### config.mk
export PLATFORM = sky130hd
export DESIGN_NAME = hit_channel_arbiter_flat
export DESIGN_NICKNAME = d
export VERILOG_FILES = /design/src/rtl/hit_channel_arbiter_if.sv /design/src/rtl/hit_channel_arbiter.sv /design/src/flat_wrapper.sv
export SDC_FILE = /design/constraint.sdc
export NUM_CORES = 1
export LEC_CHECK = 0
export CAP_MARGIN = 20
export CORE_MARGIN = 1
export CORE_UTILIZATION = 62
export DETAILED_ROUTE_END_ITERATION = 6
export PLACE_DENSITY_LB_ADDON = 0.08
export SKIP_LAST_GASP = 1
export SLEW_MARGIN = 30
export SYNTH_ARGS = -nofsm -noshare
export SYNTH_HDL_FRONTEND = slang
export SYNTH_SLANG_ARGS = --single-unit
### constraint.sdc
create_clock -name clock -period 5.3 [get_ports clock]
set_clock_uncertainty 0.15 [all_clocks]
set_input_delay 0.795 -clock clock [delete_from_list [all_inputs] [get_ports clock]]
set_output_delay 0.795 -clock clock [all_outputs]
set_load 0.01 [all_outputs]
### src/rtl/hit_channel_arbiter_if.sv
// Channel-side and storage-side handshake bundle for hit_channel_arbiter.
// master = arbiter view, slave = the sources/storage environment view.
interface hit_channel_arbiter_if #(
  parameter int unsigned NCHANNELS = 4,
  parameter int unsigned SSIDBITS  = 12,
  parameter int unsigned NCOLS_HLM = 8
);
  localparam int unsigned GW = $clog2(NCHANNELS);

  logic [NCHANNELS-1:0]           chNewAddress;
  logic [NCHANNELS*SSIDBITS-1:0]  chSSID;
  logic [NCHANNELS*NCOLS_HLM-1:0] chHitInfo;
  logic [NCHANNELS-1:0]           chReady;
  logic                           storageReady;
  logic                           newAddress;
  logic [SSIDBITS-1:0]            SSID;
  logic [NCOLS_HLM-1:0]           hitInfo;
  logic [GW-1:0]                  grantChannel;

  modport master (
    input  chNewAddress, chSSID, chHitInfo, storageReady,
    output chReady, newAddress, SSID, hitInfo, grantChannel
  );

  modport slave (
    output chNewAddress, chSSID, chHitInfo, storageReady,
    input  chReady, newAddress, SSID, hitInfo, grantChannel
  );
endinterface

### src/rtl/hit_channel_arbiter.sv
// Per-channel hit FIFOs served round-robin into a single storage write port,
// with clear/run/drain/read sequencing so no hit is lost or written mid-read.
module hit_channel_arbiter #(
  parameter int unsigned NCHANNELS = 4,
  parameter int unsigned SSIDBITS  = 12,
  parameter int unsigned NCOLS_HLM = 8,
  parameter int unsigned FIFODEPTH = 4,
  parameter int unsigned DROPBITS  = 16
) (
  input  logic                  clock,
  input  logic                  resetN,
  input  logic                  clearMemory,
  input  logic                  readMemory,
  output logic                  readActive,
  output logic [DROPBITS-1:0]   dropCount,
  hit_channel_arbiter_if.master bus
);
  localparam int unsigned GW = $clog2(NCHANNELS);
  localparam int unsigned AW = $clog2(FIFODEPTH);
  localparam logic [AW:0] PTRONE = (AW+1)'(1);

  typedef enum logic [1:0] {CLEAR, RUN, DRAIN, READ} arbStateT;

  arbStateT state, nextState;

  logic [NCHANNELS-1:0] empty, full, push, pop, chReadyInt, dropMask;
  logic [SSIDBITS-1:0]  headSSID [NCHANNELS];
  logic [NCOLS_HLM-1:0] headHit  [NCHANNELS];
  logic [GW-1:0]        rrPtr, grantIdx;
  logic                 anyPending, issueEn, countDrops, flush, issue;
  logic [DROPBITS:0]    dropSum;

  // Pointers carry one extra wrap bit so full and empty are distinguishable.
  for (genvar c = 0; c < NCHANNELS; c++) begin : gChan
    logic [SSIDBITS-1:0]  memSSID [FIFODEPTH];
    logic [NCOLS_HLM-1:0] memHit  [FIFODEPTH];
    logic [AW:0]          wrPtr, rdPtr;

    assign empty[c]    = (wrPtr == rdPtr);
    assign full[c]     = (wrPtr[AW] != rdPtr[AW]) && (wrPtr[AW-1:0] == rdPtr[AW-1:0]);
    assign push[c]     = bus.chNewAddress[c] & chReadyInt[c];
    assign pop[c]      = issue && (grantIdx == GW'(c));
    assign headSSID[c] = memSSID[rdPtr[AW-1:0]];
    assign headHit[c]  = memHit[rdPtr[AW-1:0]];

    always_ff @(posedge clock or negedge resetN) begin
      if (!resetN) begin
        wrPtr <= '0;
        rdPtr <= '0;
      end else if (flush) begin
        wrPtr <= '0;
        rdPtr <= '0;
      end else begin
        if (push[c]) wrPtr <= wrPtr + PTRONE;
        if (pop[c])  rdPtr <= rdPtr + PTRONE;
      end
    end

    always_ff @(posedge clock) begin
      if (push[c]) begin
        memSSID[wrPtr[AW-1:0]] <= bus.chSSID[c*SSIDBITS +: SSIDBITS];
        memHit[wrPtr[AW-1:0]]  <= bus.chHitInfo[c*NCOLS_HLM +: NCOLS_HLM];
      end
    end
  end

  // First non-empty channel at or above the round-robin pointer, with wrap.
  always_comb begin
    int unsigned probe;
    grantIdx   = '0;
    anyPending = 1'b0;
    probe      = 0;
    for (int unsigned i = 0; i < NCHANNELS; i++) begin
      probe = 32'(rrPtr) + i;
      if (probe >= NCHANNELS) probe = probe - NCHANNELS;
      if (!anyPending && !empty[GW'(probe)]) begin
        anyPending = 1'b1;
        grantIdx   = GW'(probe);
      end
    end
  end

  always_ff @(posedge clock or negedge resetN) begin
    if (!resetN) state <= CLEAR;
    else         state <= nextState;
  end

  always_comb begin
    nextState  = state;
    chReadyInt = '0;
    readActive = 1'b0;
    issueEn    = 1'b0;
    countDrops = 1'b0;
    case (state)
      CLEAR: begin
        if (bus.storageReady) nextState = RUN;
      end
      RUN: begin
        chReadyInt = ~full;
        issueEn    = 1'b1;
        countDrops = 1'b1;
        if (readMemory) nextState = DRAIN;
      end
      DRAIN: begin
        issueEn    = 1'b1;
        countDrops = 1'b1;
        if ((&empty) && !bus.newAddress && bus.storageReady) nextState = READ;
      end
      READ: begin
        readActive = 1'b1;
        if (!readMemory) nextState = RUN;
      end
      default: nextState = CLEAR;
    endcase
    if (clearMemory) nextState = CLEAR;
  end

  assign bus.chReady = chReadyInt;
  assign flush       = clearMemory || (state == CLEAR);
  // Clear on the same edge kills any issue that would otherwise launch.
  assign issue       = issueEn && bus.storageReady && !bus.newAddress && anyPending && !clearMemory;
  assign dropMask    = countDrops ? (bus.chNewAddress & ~chReadyInt) : '0;
  assign dropSum     = {1'b0, dropCount} + (DROPBITS+1)'($countones(dropMask));

  always_ff @(posedge clock or negedge resetN) begin
    if (!resetN) begin
      bus.newAddress   <= 1'b0;
      bus.SSID         <= '0;
      bus.hitInfo      <= '0;
      bus.grantChannel <= '0;
      rrPtr            <= '0;
      dropCount        <= '0;
    end else begin
      bus.newAddress <= issue;
      if (issue) begin
        bus.SSID         <= headSSID[grantIdx];
        bus.hitInfo      <= headHit[grantIdx];
        bus.grantChannel <= grantIdx;
        rrPtr            <= (grantIdx == GW'(NCHANNELS-1)) ? '0 : grantIdx + GW'(1);
      end
      dropCount <= dropSum[DROPBITS] ? '1 : dropSum[DROPBITS-1:0];
    end
  end
endmodule

### src/flat_wrapper.sv
// flat-port wrapper written by rule: the top's interface ports become plain ports
module hit_channel_arbiter_flat 
#(
  parameter int unsigned NCHANNELS = 4,
  parameter int unsigned SSIDBITS  = 12,
  parameter int unsigned NCOLS_HLM = 8,
  parameter int unsigned FIFODEPTH = 4,
  parameter int unsigned DROPBITS  = 16
)
  (clock, resetN, clearMemory, readMemory, readActive, dropCount, bus_chNewAddress, bus_chSSID, bus_chHitInfo, bus_storageReady, bus_chReady, bus_newAddress, bus_SSID, bus_hitInfo, bus_grantChannel);
  hit_channel_arbiter_if #(.NCHANNELS(NCHANNELS), .SSIDBITS(SSIDBITS), .NCOLS_HLM(NCOLS_HLM)) bus_i ();
  input  logic clock;
  input  logic resetN;
  input  logic clearMemory;
  input  logic readMemory;
  output logic readActive;
  output logic [DROPBITS-1:0] dropCount;
  input wire logic [$bits(bus_i.chNewAddress)-1:0] bus_chNewAddress;
  input wire logic [$bits(bus_i.chSSID)-1:0] bus_chSSID;
  input wire logic [$bits(bus_i.chHitInfo)-1:0] bus_chHitInfo;
  input wire logic [$bits(bus_i.storageReady)-1:0] bus_storageReady;
  output wire logic [$bits(bus_i.chReady)-1:0] bus_chReady;
  output wire logic [$bits(bus_i.newAddress)-1:0] bus_newAddress;
  output wire logic [$bits(bus_i.SSID)-1:0] bus_SSID;
  output wire logic [$bits(bus_i.hitInfo)-1:0] bus_hitInfo;
  output wire logic [$bits(bus_i.grantChannel)-1:0] bus_grantChannel;
  assign bus_i.chNewAddress = bus_chNewAddress;
  assign bus_i.chSSID = bus_chSSID;
  assign bus_i.chHitInfo = bus_chHitInfo;
  assign bus_i.storageReady = bus_storageReady;
  assign bus_chReady = bus_i.chReady;
  assign bus_newAddress = bus_i.newAddress;
  assign bus_SSID = bus_i.SSID;
  assign bus_hitInfo = bus_i.hitInfo;
  assign bus_grantChannel = bus_i.grantChannel;
  hit_channel_arbiter #(.NCHANNELS(NCHANNELS), .SSIDBITS(SSIDBITS), .NCOLS_HLM(NCOLS_HLM), .FIFODEPTH(FIFODEPTH), .DROPBITS(DROPBITS)) u_core (.clock(clock), .resetN(resetN), .clearMemory(clearMemory), .readMemory(readMemory), .readActive(readActive), .dropCount(dropCount), .bus(bus_i));
endmodule
=== After elaboration in Yosys (flattened, before gate mapping) ===
Memory sizes are Yosys's and may differ from the RTL's.
Index checks and enable logic that the tools add are counted.
Widths: inputs -> output; s select.

* Flip-flop bits (word level): 67
* Memory bits (writable): 320
* Input port bits: 89
* Output and inout bits: 44
* Memories kept: 8

{| class="wikitable"
|+ Memory list
! name !! words !! bits a word !! read ports !! clocked after Yosys merged registers in !! wr ports !! line !! text
|-
| u_core.gChan[0].memSSID || 4 || 12 || 1 || 0 || 1 || hit_channel_arbiter.sv:35 || <nowiki>logic [SSIDBITS-1:0] memSSID [FIFODEPTH];</nowiki>
|-
| u_core.gChan[1].memSSID || 4 || 12 || 1 || 0 || 1 || hit_channel_arbiter.sv:35 ||
|-
| u_core.gChan[2].memSSID || 4 || 12 || 1 || 0 || 1 || hit_channel_arbiter.sv:35 ||
|-
| u_core.gChan[3].memSSID || 4 || 12 || 1 || 0 || 1 || hit_channel_arbiter.sv:35 ||
|-
| u_core.gChan[0].memHit || 4 || 8 || 1 || 0 || 1 || hit_channel_arbiter.sv:36 || <nowiki>logic [NCOLS_HLM-1:0] memHit [FIFODEPTH];</nowiki>
|-
| u_core.gChan[1].memHit || 4 || 8 || 1 || 0 || 1 || hit_channel_arbiter.sv:36 ||
|-
| +2 memories || - || - || - || - || - || - ||
|}

* Add/sub/neg operators: 20
* Magnitude comparators: 9
* Equality and inequality tests: 22
* Multiplexer cells: 62
* Bitwise logic cells: 8
* Reduce and logical (&&, ||, !) cells: 38

{| class="wikitable"
|+ Operators with widths
! kind !! number
|-
| $mux 3 || 16
|-
| $mux 2 || 14
|-
| $add 3x1->3 const B || 8
|-
| $bmux 12 s2 || 1
|-
| $mux 12 || 2
|-
| $mux 1 || 18
|-
| $add 16x17->17 || 1
|-
| $add 17x17->17 || 1
|-
| $logic_and 1x1->1 || 17
|-
| $bmux 8 s2 || 1
|-
| $mux 16 || 1
|-
| $mux 8 || 2
|-
| $reduce_bool 2->1 || 8
|-
| $eq 3x3->1 || 4
|-
| $ge 3x3->1 const B || 4
|-
| $lt 2x3->1 const B || 4
|-
| $ne 3x3->1 const B || 3
|-
| $bmux 1 s2 || 4
|-
| $eq 2x2->1 || 4
|-
| $eq 2x2->1 const B || 4
|-
| $mux 4 || 2
|-
| $not 4->4 || 2
|-
| $pmux 2 s4 || 1
|-
| $reduce_and 4->1 || 2
|-
| other kinds (16) || 35
|}

=== Logic depth before layout (Yosys ltp) ===
Gate-level depths: netlist (run 1).

* Depth in word-level cells: 19
* Gate-level depth with buffers: 17
* Depth with buffers taken out: 17

=== Worst setup path after synthesis (run 1) ===
Ideal clock, no wire load.

* Path kind: register to register
* From: register u_core.gChan[0].wrPtr[1]
* To: register u_core.dropCount[15]
* Data arrival time: 3.475 ns
* Setup slack: 1.551 ns
* Stages on the path, launching flop included: 14
* Buffers on the path: 0
* Period minus slack after synthesis: 3.749 ns
* Path through: dfrtp_1 > xor2_1 > nor2_1 > a21oi_1 > nor2_1 > ha_1 > fa_1 > ha_1 > fa_1 > and3_1 > and3_1 > and2_1 > nand3_1 > mux2_2

* Longest elaborated chain between the ends: 11

{| class="wikitable"
|+ RTL lines
! what !! line !! text
|-
| start: declaration || hit_channel_arbiter.sv:37 || <nowiki>logic [AW:0] wrPtr, rdPtr;</nowiki>
|-
| start signal: assignment || hit_channel_arbiter.sv:54 || <nowiki>if (push[c]) wrPtr <= wrPtr + PTRONE;</nowiki>
|-
| $eq 2x2->1 || hit_channel_arbiter.sv:40 || <nowiki>assign full[c] = (wrPtr[AW] != rdPtr[AW]) && (wrPtr[AW-1:0] == rdPtr[AW-1:0]);</nowiki>
|-
| $logic_and 1x1->1 || hit_channel_arbiter.sv:40 ||
|-
| $not 4->4 || hit_channel_arbiter.sv:99 || <nowiki>chReadyInt = ~full;</nowiki>
|-
| $mux 4 || hit_channel_arbiter.sv:94 || <nowiki>case (state)</nowiki>
|-
| via bus_chReady[0] || flat_wrapper.sv:22 || <nowiki>output wire logic [$bits(bus_i.chReady)-1:0] bus_chReady;</nowiki>
|-
| $not 4->4 || hit_channel_arbiter.sv:122 || <nowiki>assign dropMask = countDrops ? (bus.chNewAddress & ~chReadyInt) : '0;</nowiki>
|-
| $and 4x4->4 || hit_channel_arbiter.sv:122 ||
|-
| $mux 4 || hit_channel_arbiter.sv:122 ||
|-
| $add 1x1->2 (not written as such) || hit_channel_arbiter.sv:123 || <nowiki>assign dropSum = {1'b0, dropCount} + (DROPBITS+1)'($countones(dropMask));</nowiki>
|-
| $add 17x17->17 (not written as such) || hit_channel_arbiter.sv:123 ||
|-
| $add 16x17->17 || hit_channel_arbiter.sv:123 ||
|-
| $mux 16 || hit_channel_arbiter.sv:141 || <nowiki>dropCount <= dropSum[DROPBITS] ? '1 : dropSum[DROPBITS-1:0];</nowiki>
|-
| end signal: assignment || hit_channel_arbiter.sv:141 ||
|-
| end: declaration || hit_channel_arbiter.sv:15 || <nowiki>output logic [DROPBITS-1:0] dropCount,</nowiki>
|}

The timed path passes the listed nets, and every way through them passes these cells.
A chain may end at the register's enable or synchronous reset.

=== Final worst setup path (run 1) ===
* From: register u_core.state[1]
* To: register u_core.dropCount[15]

* Longest elaborated chain between the ends: 9
* Elaborated cells on any way between the ends: 13
* Those cells by class: add/sub: 4; eq/ne: 2; mux: 4; bitwise: 2; reduce/logical: 1

{| class="wikitable"
|+ RTL lines
! what !! line !! text
|-
| start: declaration || hit_channel_arbiter.sv:24 || <nowiki>arbStateT state, nextState;</nowiki>
|-
| start signal: assignment || hit_channel_arbiter.sv:85 || <nowiki>else state <= nextState;</nowiki>
|-
| $eq 2x1->1 || hit_channel_arbiter.sv:94 ||
|-
| $mux 4 || hit_channel_arbiter.sv:94 ||
|-
| $not 4->4 || hit_channel_arbiter.sv:122 ||
|-
| $and 4x4->4 || hit_channel_arbiter.sv:122 ||
|-
| $mux 4 (*) || hit_channel_arbiter.sv:122 ||
|-
| $add 1x1->2 (not written as such) || hit_channel_arbiter.sv:123 ||
|-
| $add 17x17->17 (not written as such) (*) || hit_channel_arbiter.sv:123 ||
|-
| $add 16x17->17 (*) || hit_channel_arbiter.sv:123 ||
|-
| $mux 16 (*) || hit_channel_arbiter.sv:141 ||
|}

Mark *: on every way between the ends. The rest lies on a longest branch, timed or not.

==> results of run 1 <==
[power groups by stage]
stage	Clock [mW]	Combinational [mW]	Sequential, mW
5_1_grt	2.83	1.57	3.73
6_report	2.68	1.44	3.71
2_1_floorplan	0	0.791	3.77
4_1_cts	2.71	1.45	3.71
3_3_place_gp	0	1.41	3.76
3_5_place_dp	0	1.43	3.77
[layer usage]
layer / wire, um / track usage
met3: 2206 / 0.04762
met2: 17220 / 0.4360
met5: 0 / 0
met1: 13870 / 0.3755
met4: 733 / 0.07562
[sequential cells by signal (all words and copies together) (netlist names)]
register and count:
u_core.bus.SSID 12, u_core.bus.grantChannel 2, u_core.bus.hitInfo 8, u_core.bus.newAddress 1
u_core.dropCount 16, u_core.gChan.memHit 128, u_core.gChan.memSSID 192, u_core.gChan.rdPtr 12
u_core.gChan.wrPtr 12, u_core.rrPtr 2, u_core.state 2
[worst min-delay path by stage]
stage / start / endpoint / depth (start not counted)
finish: resetN / u_core.gChan[3].rdPtr[1] / 1
global route: resetN / u_core.gChan[3].rdPtr[1] / 1
CTS: resetN / u_core.gChan[3].rdPtr[1] / 1
detailed placement: u_core.bus.grantChannel[1] / u_core.bus.grantChannel[1] / 2
global placement: u_core.bus.grantChannel[0] / u_core.bus.grantChannel[0] / 2
floorplan: resetN / u_core.bus.SSID[0] / 0
[cell type report]
class / count / area, um^2 / share of cell area
flip-flops and latches: 387 / 11290 / 0.5937
clock inverters: 20 / 165.2 / 0.008689
clock buffers: 52 / 1096 / 0.05766
inverters: 23 / 88.84 / 0.004674
diodes: 1 / 2.502 / 0.0001316
multi-input cells: 433 / 4498 / 0.2366
repair buffers: 151 / 1459 / 0.07675
well taps: 330 / 412.9 / 0.02172
[through the flow]
step | util | area [um^2] | power, mW | setup WS, ns
final | 0.7527 | 19010 | 7.833 | 1.258
after global routing | 0.7527 | 19010 | 8.125 | 1.019
after CTS | 0.7525 | 19000 | 7.871 | 1.260
after detailed placement | 0.7026 | 17740 | 5.200 | 1.131
after global placement | 0.7021 | 17730 | 5.169 | 1.146
after floorplan | - | 16050 | 4.558 | 1.551
[layout by cell type (no fill, tap or decap), types with 11 or more instances in the layout]
| cell type | count |
|---|---|
| a2111oi_2 | 17 |
| a21oi_1 | 12 |
| a221oi_1 | 20 |
| and3_1 | 11 |
| and3_2 | 11 |
| buf_4 | 19 |
| clkbuf_16 | 40 |
| clkdlybuf4s50_1 | 131 |
| dfrtp_1 | 67 |
| edfxtp_1 | 320 |
| ha_1 | 33 |
| inv_1 | 21 |
| mux4_2 | 80 |
| nand2_1 | 37 |
| nand3_1 | 19 |
| nor2_1 | 46 |
| nor2b_1 | 21 |
| nor3_2 | 16 |
| nor4b_1 | 21 |
| xnor2_1 | 19 |
| xor2_1 | 18 |
[critical path, delay by kind of cell (launching register included)]
family          cells  cell delay [ns]
fa+ha+maj           5             1.62
simple gates        5             0.78
flops               1             0.41
compound gates      1             0.41
mux                 1             0.33
buf+inv             2             0.23
[logic make-up after synthesis]
family | after synthesis | synth area share
AO/OA/AOI/OAI | 71 | 0.04156
XOR/XNOR | 37 | 0.02019
adder cells (fa/ha/maj) | 36 | 0.02947
buffers and inverters | 68 | 0.01848
flip-flops | 387 | 0.7033
multiplexers | 84 | 0.1149
AND/OR/NAND/NOR | 205 | 0.07212
==> impl_metrics.csv, run 1 <==
group,metric,value,unit
status,status,"complete, no violations",
worst_setup_path,path_class,"reg2reg",
detailed_routing,drtPass1Iterations,5,
sta,setup-tns-final,0,ns
detailed_routing,routed_wire_length_per_instance,24.36,um
power_and_ir_drop,p_clk_frac,0.342,
power_and_ir_drop,switching_share,0.2640,
power_and_ir_drop,cellInternalPower,5.765,mW
grt,antenna_found_initial,1,
floorplan,die_w,162.9,um
cts,clkSinkCount,387,
sta,min_period,4.042,ns
detailed_routing,drc,0,
floorplan,die_h,162.9,um
floorplan,core,25250,um^2
worst_setup_path,max_stage_delay,0.41,ns
final_layout,fin_cells,1397,
logic_synthesis,synth_commonest_cells,"edfxtp_1, mux4_2, dfrtp_1",
worst_setup_path,cpMostUsedCell,"ha_1",
cts,cts-root-buf,"clkbuf_16",
logic_synthesis,synthDistinctLibCells,47,
place,dp_cells,1324,
logic_synthesis,ys.warnings.count,0,
sta,hold_slack,0.2024,ns
logic_synthesis,synth.top_cell.area_share,0.5988,
power_and_ir_drop,seqPwrFrac,0.473,
logic_synthesis,synth_area_leader_cell,"edfxtp_1",
worst_setup_path,required,5.55,ns
sta,setup_violations,0,
worst_setup_path,cp-end-kind,"flip-flop",
power_and_ir_drop,leakage,6.481,nW
logic_synthesis,async_flop_share,0.1731,
cts,htree_num_levels,2,
grt,grt_first_pass_wirelength,52050,um
logic_synthesis,syn_nets,1013,
floorplan,initial_utilization,0.6354,
floorplan,pin_count,133,
power_and_ir_drop,p_per_area,412.1,nW/um^2
logic_synthesis,ys_seq_area_frac,0.7033,
place,portBuffers,132,
worst_setup_path,endpoint,"u_core.dropCount[15]",
worst_setup_path,arrival,4.29,ns
sta,relSlewSlack,0.3177,
worst_setup_path,r2r_setup_slack,1.26,ns
final_layout,fill_cells,1514,
sta,rsz0062_at_grt,"no",
final_layout,nets,1160,
grt,grt_overflow_total,0,
logic_synthesis,ys_top_cells_by_area,"edfxtp_1, mux4_2, dfrtp_1",
floorplan,die-area,26530,um^2
detailed_routing,drt_wl_total,34030,um
worst_setup_path,crit_fanout,7,
cts,post-cts-setup-buffers,0,
sta,fmax,0.2474,GHz
floorplan,rows,58,
logic_synthesis,synth_seq_cells,387,
worst_setup_path,cp_cell_sequence,"inv_1 -> ha_1 -> inv_1 -> a31oi_1 -> nor2_1 -> ha_1 -> fa_1 -> ha_1 -> fa_1 -> and3_1 -> and3_1 -> and2_1 -> nand3_1 -> mux2_2",
flow_run,max_cap_violations,0,
worst_setup_path,critPathLaunchType,"flip-flop",
sta,min_period_over_period,0.7626,
power_and_ir_drop,p_comb_frac,0.184,
worst_setup_path,cpMaxStageDelayCell,"dfrtp_1",
sta,finalMaxSlewViolations,0,
cts,post_cts_resized,0,
final_layout,area_growth,18.46,%
cts,cts_buffers,39,
min_path,hold_path_class,"in2async",
final_layout,layout-drive-gt1-share,0.2017,
power_and_ir_drop,p_switching,2.067,mW
logic_synthesis,ys.flop_type,"edfxtp_1",
place,gp_congestion,0.8092,
worst_setup_path,crit_start,"u_core.state[1]",
logic_synthesis,synth_most_common_cell,"edfxtp_1",
place,hpwl,21760,um
detailed_routing,drt_iter0_drc,712,
detailed_routing,num_vias,8682,
logic_synthesis,syn-cell-area,16050,um^2
logic_synthesis,synth_edf_count,320,
detailed_routing,drtAntennaViolNets,0,
cts,clk_pin_slew_worst_paths,0.06,ns
grt,grt_start_max_net_pins,41,
worst_setup_path,r2r_start,"u_core.state[1]",
worst_setup_path,reg2regPathDepth,14,
power_and_ir_drop,vdd_ir_drop_max,0.3129,mV
grt,grt_usage,0.2674,
sta,hold_violations,0,
cts,hold_buffers,0,
logic_synthesis,synth_area_per_cell,18.07,um^2
cts,clock_path_buffers,3,
logic_synthesis,syn_inst,888,
cts,clock_latency,0.53,ns
detailed_routing,viasPerCell,6.215,
cts,cts_tree,"yes",
sta,tightest_slew,1.023,ns
worst_setup_path,r2r-end,"u_core.dropCount[15]",
grt,grt_pass1_vias,8895,
(Power assumes the default switching activity.)
==> inputs of run 2 (changes only) <==
- CORE_UTILIZATION: 62 -> 52
- clock period: 5.3 -> 3.69 ns (I/O delays scaled with it)
==> run 2 against run 1 <==
Register-to-register slack worse by 1.1 ns. Routed wire length down 2.2%. Setup slack got worse by 1.1 ns. Die area grew 19%. Hold slack improved by 0.13 ns. Largest power group unchanged. Critical path type unchanged. Sequential share of layout area shrank 1.6 points. Maximum frequency up 14%. Sequential power increased by 43%. First-iteration DRC count is 6.0% lower. Critical path depth is 2 higher.
==> impl_metrics.csv, run 2 (synthesis results as in run 1) <==
group,metric,value,unit
grt,grt_pass1_vias,8738,
sta,rsz0062_at_grt,"no",
floorplan,core,30030,um^2
power_and_ir_drop,p_switching,2.964,mW
detailed_routing,drt_iter0_drc,669,
power_and_ir_drop,p_per_area,587.9,nW/um^2
final_layout,n_antenna_cell,0,
detailed_routing,routed_wire_length_per_instance,22.12,um
power_and_ir_drop,leakage,6.751,nW
worst_setup_path,crit_fanout,5,
worst_setup_path,arrival,3.79,ns
floorplan,rows,63,
worst_setup_path,critPathLaunchType,"flip-flop",
place,dp_cells,1429,
power_and_ir_drop,vdd_ir_drop_max,0.3748,mV
place,hpwl,21600,um
detailed_routing,route.top_layer_used,"met4",
sta,relSlewSlack,0.4916,
final_layout,final_cell_mix,"edfxtp_1, clkdlybuf4s50_1, mux4_2",
floorplan,die_h,177.7,um
floorplan,die-area,31560,um^2
power_and_ir_drop,p_clk_frac,0.342,
grt,grt_first_pass_wirelength,51180,um
power_and_ir_drop,p_comb_frac,0.194,
cts,htree_num_levels,2,
floorplan,pin_count,133,
final_layout,area_growth,21.75,%
min_path,hold_path_class,"reg2reg",
detailed_routing,met2_wirelength,16200,um
power_and_ir_drop,switching_share,0.2581,
worst_setup_path,required,3.94,ns
cts,clock_latency,0.52,ns
status,status,"complete, no violations",
cts,cts_tree,"yes",
cts,clk_pin_slew_worst_paths,0.06,ns
sta,hold_violations,0,
grt,grt_overflow_total,0,
detailed_routing,viasPerCell,5.722,
final_layout,final_common_cell,"edfxtp_1",
detailed_routing,drc,0,
detailed_routing,wl_met3,1693,um
worst_setup_path,path_class,"reg2reg",
floorplan,die_w,177.7,um
grt,grt_start_max_net_pins,68,
sta,tightest_slew,0.7627,ns
detailed_routing,drt_wl_total,33290,um
sta,fmax,0.2828,GHz
detailed_routing,drtAntennaViolNets,0,
place,gp_congestion,0.7841,
cts,clock_path_buffers,3,
final_layout,fin_cells,1505,
detailed_routing,drtPass1Iterations,5,
cts,cts-root-buf,"clkbuf_16",
sta,min_period,3.536,ns
place,portBuffers,132,
detailed_routing,num_vias,8612,
final_layout,largest_reg_flops,192,
sta,finalMaxSlewViolations,0,
sta,setup-tns-final,0,ns
grt,antenna_found_initial,0,
sta,setup_violations,0,
cts,clkSinkCount,387,
final_layout,nets,1208,
flow_run,max_cap_violations,0,
power_and_ir_drop,seqPwrFrac,0.463,
floorplan,initial_utilization,0.5343,
power_and_ir_drop,cellInternalPower,8.522,mW
cts,cts_buffers,40,
detailed_routing,wl_met1,14860,um
worst_setup_path,cp-end-kind,"flip-flop",
grt,grt_usage,0.2178,
sta,min_period_over_period,0.9584,
final_layout,layout-drive-gt1-share,0.2359,
-- run 2: cell count changes in the layout (fill, tap and decap cells not counted), moves of 5 or more --
cell	before	now
and3_2	11	0
clkbuf_1	7	13
buf_4	19	65
and3_1	11	22
xnor2_2	0	5
xnor2_1	19	14
-- run 2: area by class of cell --
class / instances / area [um^2]
tap: 390 / 488.0
fill: 2112 / 10500
multi-input combinational: 433 / 4562
inverter: 23 / 88.84
clock buffer: 58 / 1130
clock inverter: 16 / 161.4
timing repair buffer: 198 / 1821
sequential: 387 / 11290
-- run 2: through the flow --
stage	util	hold slack [ns]	power [mW]	setup slack (ns)	area [um^2]
2_1_floorplan	-	0.1079	6.552	0.04466	16060
5_1_grt	0.6505	0.3703	11.97	0.002495	19540
4_1_cts	0.6477	0.03916	11.56	0.01332	19450
3_3_place_gp	0.6045	0.3161	7.584	-0.2148	18150
6_report	0.6505	0.3333	11.49	0.1536	19540
3_5_place_dp	0.6047	0.3251	7.618	-0.2361	18160
-- run 2: critical path: stages, from the launching register on --
cell and delay [ns]:
dfrtp_1 0.37, inv_2 0.07, ha_2 0.20, buf_4 0.14
o21a_1 0.12, nor2_2 0.13, ha_1 0.17, inv_1 0.05
fa_1 0.47, inv_1 0.04, ha_1 0.22, fa_2 0.35
and3_1 0.16, and3_1 0.19, and2_4 0.17, nand3_1 0.09
mux2_2 0.32
-- run 2: final timing paths --
path / startpoint / end / slack, ns / cells past startpoint
max: u_core.state[1] / u_core.dropCount[15] / 0.15 / 16
min: u_core.bus.grantChannel[1] / u_core.bus.grantChannel[1] / 0.33 / 2
max reg2reg: u_core.state[1] / u_core.dropCount[15] / 0.15 / 16
min reg2reg: u_core.bus.grantChannel[1] / u_core.bus.grantChannel[1] / 0.33 / 2
max in group asynchronous: resetN / u_core.dropCount[14] / 2.47 / 2
min in group asynchronous: resetN / u_core.gChan[1].wrPtr[0] / 0.44 / 2
-- run 2: power by group through the flow --
stage	sequential (mW)	clock (mW)	combinational [mW]
after floorplan	5.41	0	1.14
after global placement	5.40	0	2.19
after detailed placement	5.40	0	2.21
after CTS	5.32	4.02	2.22
after global routing	5.35	4.18	2.43
final	5.32	3.93	2.23
-- run 2: per-layer routing --
metal,vias up,global-route usage
met2,221,0.3444
met3,45,0.03299
met1,4434,0.3204
met4,0,0.05199
li1,3912,-
met5,-,0
-- run 2: what timing repair did --
item,CTS,global route
hold buffers,0,1
endpoints found under the hold margin,0,67
buffers inserted,0,1
resized for setup,0,14
setup endpoints to repair,0,9
==> patch (config.mk and constraints of run 1) <==
Re-encode `arbStateT` (4 states) as one-hot, 4 bits wide.
--- a/src/rtl/hit_channel_arbiter.sv
+++ b/src/rtl/hit_channel_arbiter.sv
@@ -21,3 +21,3 @@
 
-  typedef enum logic [1:0] {CLEAR, RUN, DRAIN, READ} arbStateT;
+  typedef enum logic [3:0] {CLEAR = 4'b0001, RUN = 4'b0010, DRAIN = 4'b0100, READ = 4'b1000} arbStateT;
 
Check against the original RTL: no difference found for any inputs over 4 cycles, from zero or initial values and one cycle with resetN low; so few cycles prove little.
==> patch against run 1 <==
- count of clock-buffer cells in the layout grew 5
- routed wire length increased by 2.7%
- sequential cell count grew 2
- critical path depth shrank 2
- design area increased by 1.2%
- setup slack lost 0.30 ns
- critical endpoint unchanged
- utilization is 0.23 points higher
- synthesized area is 1.4% higher
- die area increased by 1.4%
- critical path type unchanged
Power is not compared: it rests on default switching activity, and its combinational part moved more than twofold at a synthesized area within 25%.
==> patch: results <==
set metrics [dict create \
    relSlewSlack_pct 47.4 \
    slowest_stage "or4b_1" \
    synth_cells 923 \
    status "complete, no violations" \
    cts_buffers 40 \
    nets 1189 \
    routed-wl-met3_microns 2500 \
    layout.cells.non_filler 1431 \
    drive_gt1_share_pct 18.5 \
    place_ws_ns 0.951 \
    grt_max_degree 70 \
    ys_seq_area_share_pct 69.7 \
    cpPeakStageDelay_ns 0.69 \
    drt_wl_total_microns 35000 \
    cts-htree-levels 2 \
    synth_area_leaders "edfxtp_1 (59%), mux4_2 (11%), dfrtp_1 (10%), ha_1 (2.2%), nor2_1 (1.3%)" \
    grt_pass1_wl_microns 53400 \
    met3_usage_pct 4.75 \
    dpl_cell_area_sq_um 17900 \
    track_usage_pct 27.4 \
    dr.pass1.iters 5 \
    grt_use_met1_pct 39.7 \
    synthTopCellsByCount "edfxtp_1 (320), mux4_2 (80), dfrtp_1 (68)" \
    critPathTopFamily "simple AND/OR/NAND/NOR gates" \
    syn_nets 1043 \
    nFillCells 1509 \
    place.gp.congestion 0.787 \
    wl_met2_microns 16800 \
    wl_met1_microns 14600 \
    dp.cells 1357 \
    drt-initial-drc-count 951 \
    grt_use_met2_pct 42.8 \
    ys_async_sr_fraction_pct 17.7 \
    synth.distinct_cells 60 \
]
-- patch: cell types whose count changed after synthesis, moves of 10 or more --
cell	run 1	this run
o2111a_1	0	13
buf_2	9	19
nor4b_1	21	2
nor2b_1	21	1
a211oi_1	0	15
a221oi_1	20	0
a31oi_1	2	19
nor3_2	15	0
clkbuf_1	30	20
nor3_1	7	17
a21boi_0	0	20
-- patch: logic make-up (layout without fill, tap and decap cells) --
family,count (synthesis),after routing,synth area share (%)
xor gates and xnor gates,45,45,2.47
other,0,1,0
and+or+nand+nor,176,176,5.43
muxes,81,81,11.1
AOI/OAI and AO/OA,133,133,6.71
DFF,389,389,69.7
buffers and inverters,68,245,2.06
adders and majority gates,31,31,2.52
-- patch: power groups by stage --
stage | Sequential (mW) | Clock, mW | Combinational [mW]
after floorplan | 3.46 | 0 | 0.123
after global routing | 3.40 | 2.90 | 0.364
after detailed placement | 3.46 | 0 | 0.334
after CTS | 3.40 | 2.78 | 0.337
final | 3.40 | 2.75 | 0.335
after global placement | 3.46 | 0 | 0.326
-- patch: final timing paths --
check	startpoint	to	cells after the start	slack, ns
setup reg to reg	u_core.state[3]$_DFFE_PN0P_	u_core.dropCount[15]$_DFF_PN0_	12	0.96
setup / recovery	u_core.state[3]$_DFFE_PN0P_	u_core.dropCount[15]$_DFF_PN0_	12	0.96
min in group clock	u_core.bus.grantChannel[1]$_DFFE_PN0P_	u_core.bus.grantChannel[1]$_DFFE_PN0P_	1	0.40
max in group asynchronous	resetN	u_core.bus.grantChannel[1]$_DFFE_PN0P_	1	4.38
hold reg to reg	u_core.bus.grantChannel[1]$_DFFE_PN0P_	u_core.bus.grantChannel[1]$_DFFE_PN0P_	1	0.40
hold / removal	resetN	u_core.dropCount[9]$_DFF_PN0_	1	0.12
-- patch: worst register-to-register path: cells and delay by family (launching register included) --
kind / cells / cell delay [ns]
compound gates: 1 / 0.47
fa+ha+maj: 4 / 1.31
flops: 1 / 0.51
mux: 1 / 0.32
simple gates: 6 / 1.48
-- patch: per-stage QoR --
| stage | utilization [%] | power, mW |
|---|---|---|
| detailed placement | 70.3 | 3.80 |
| CTS | 75.5 | 6.52 |
| global route | 75.5 | 6.67 |
| floorplan | - | 3.58 |
| finish | 75.5 | 6.48 |
| global placement | 70.3 | 3.79 |
-- patch: final cells by class --
| type | count | area share [%] |
|---|---|---|
| sequential | 389 | 59.0 |
| inverter | 19 | 0.410 |
| multi-input combinational | 466 | 24.0 |
| timing repair buffer | 153 | 7.70 |
| clock buffer | 57 | 6.07 |
| tap | 330 | 2.15 |
| antenna | 1 | 0.0130 |
| clock inverter | 16 | 0.716 |
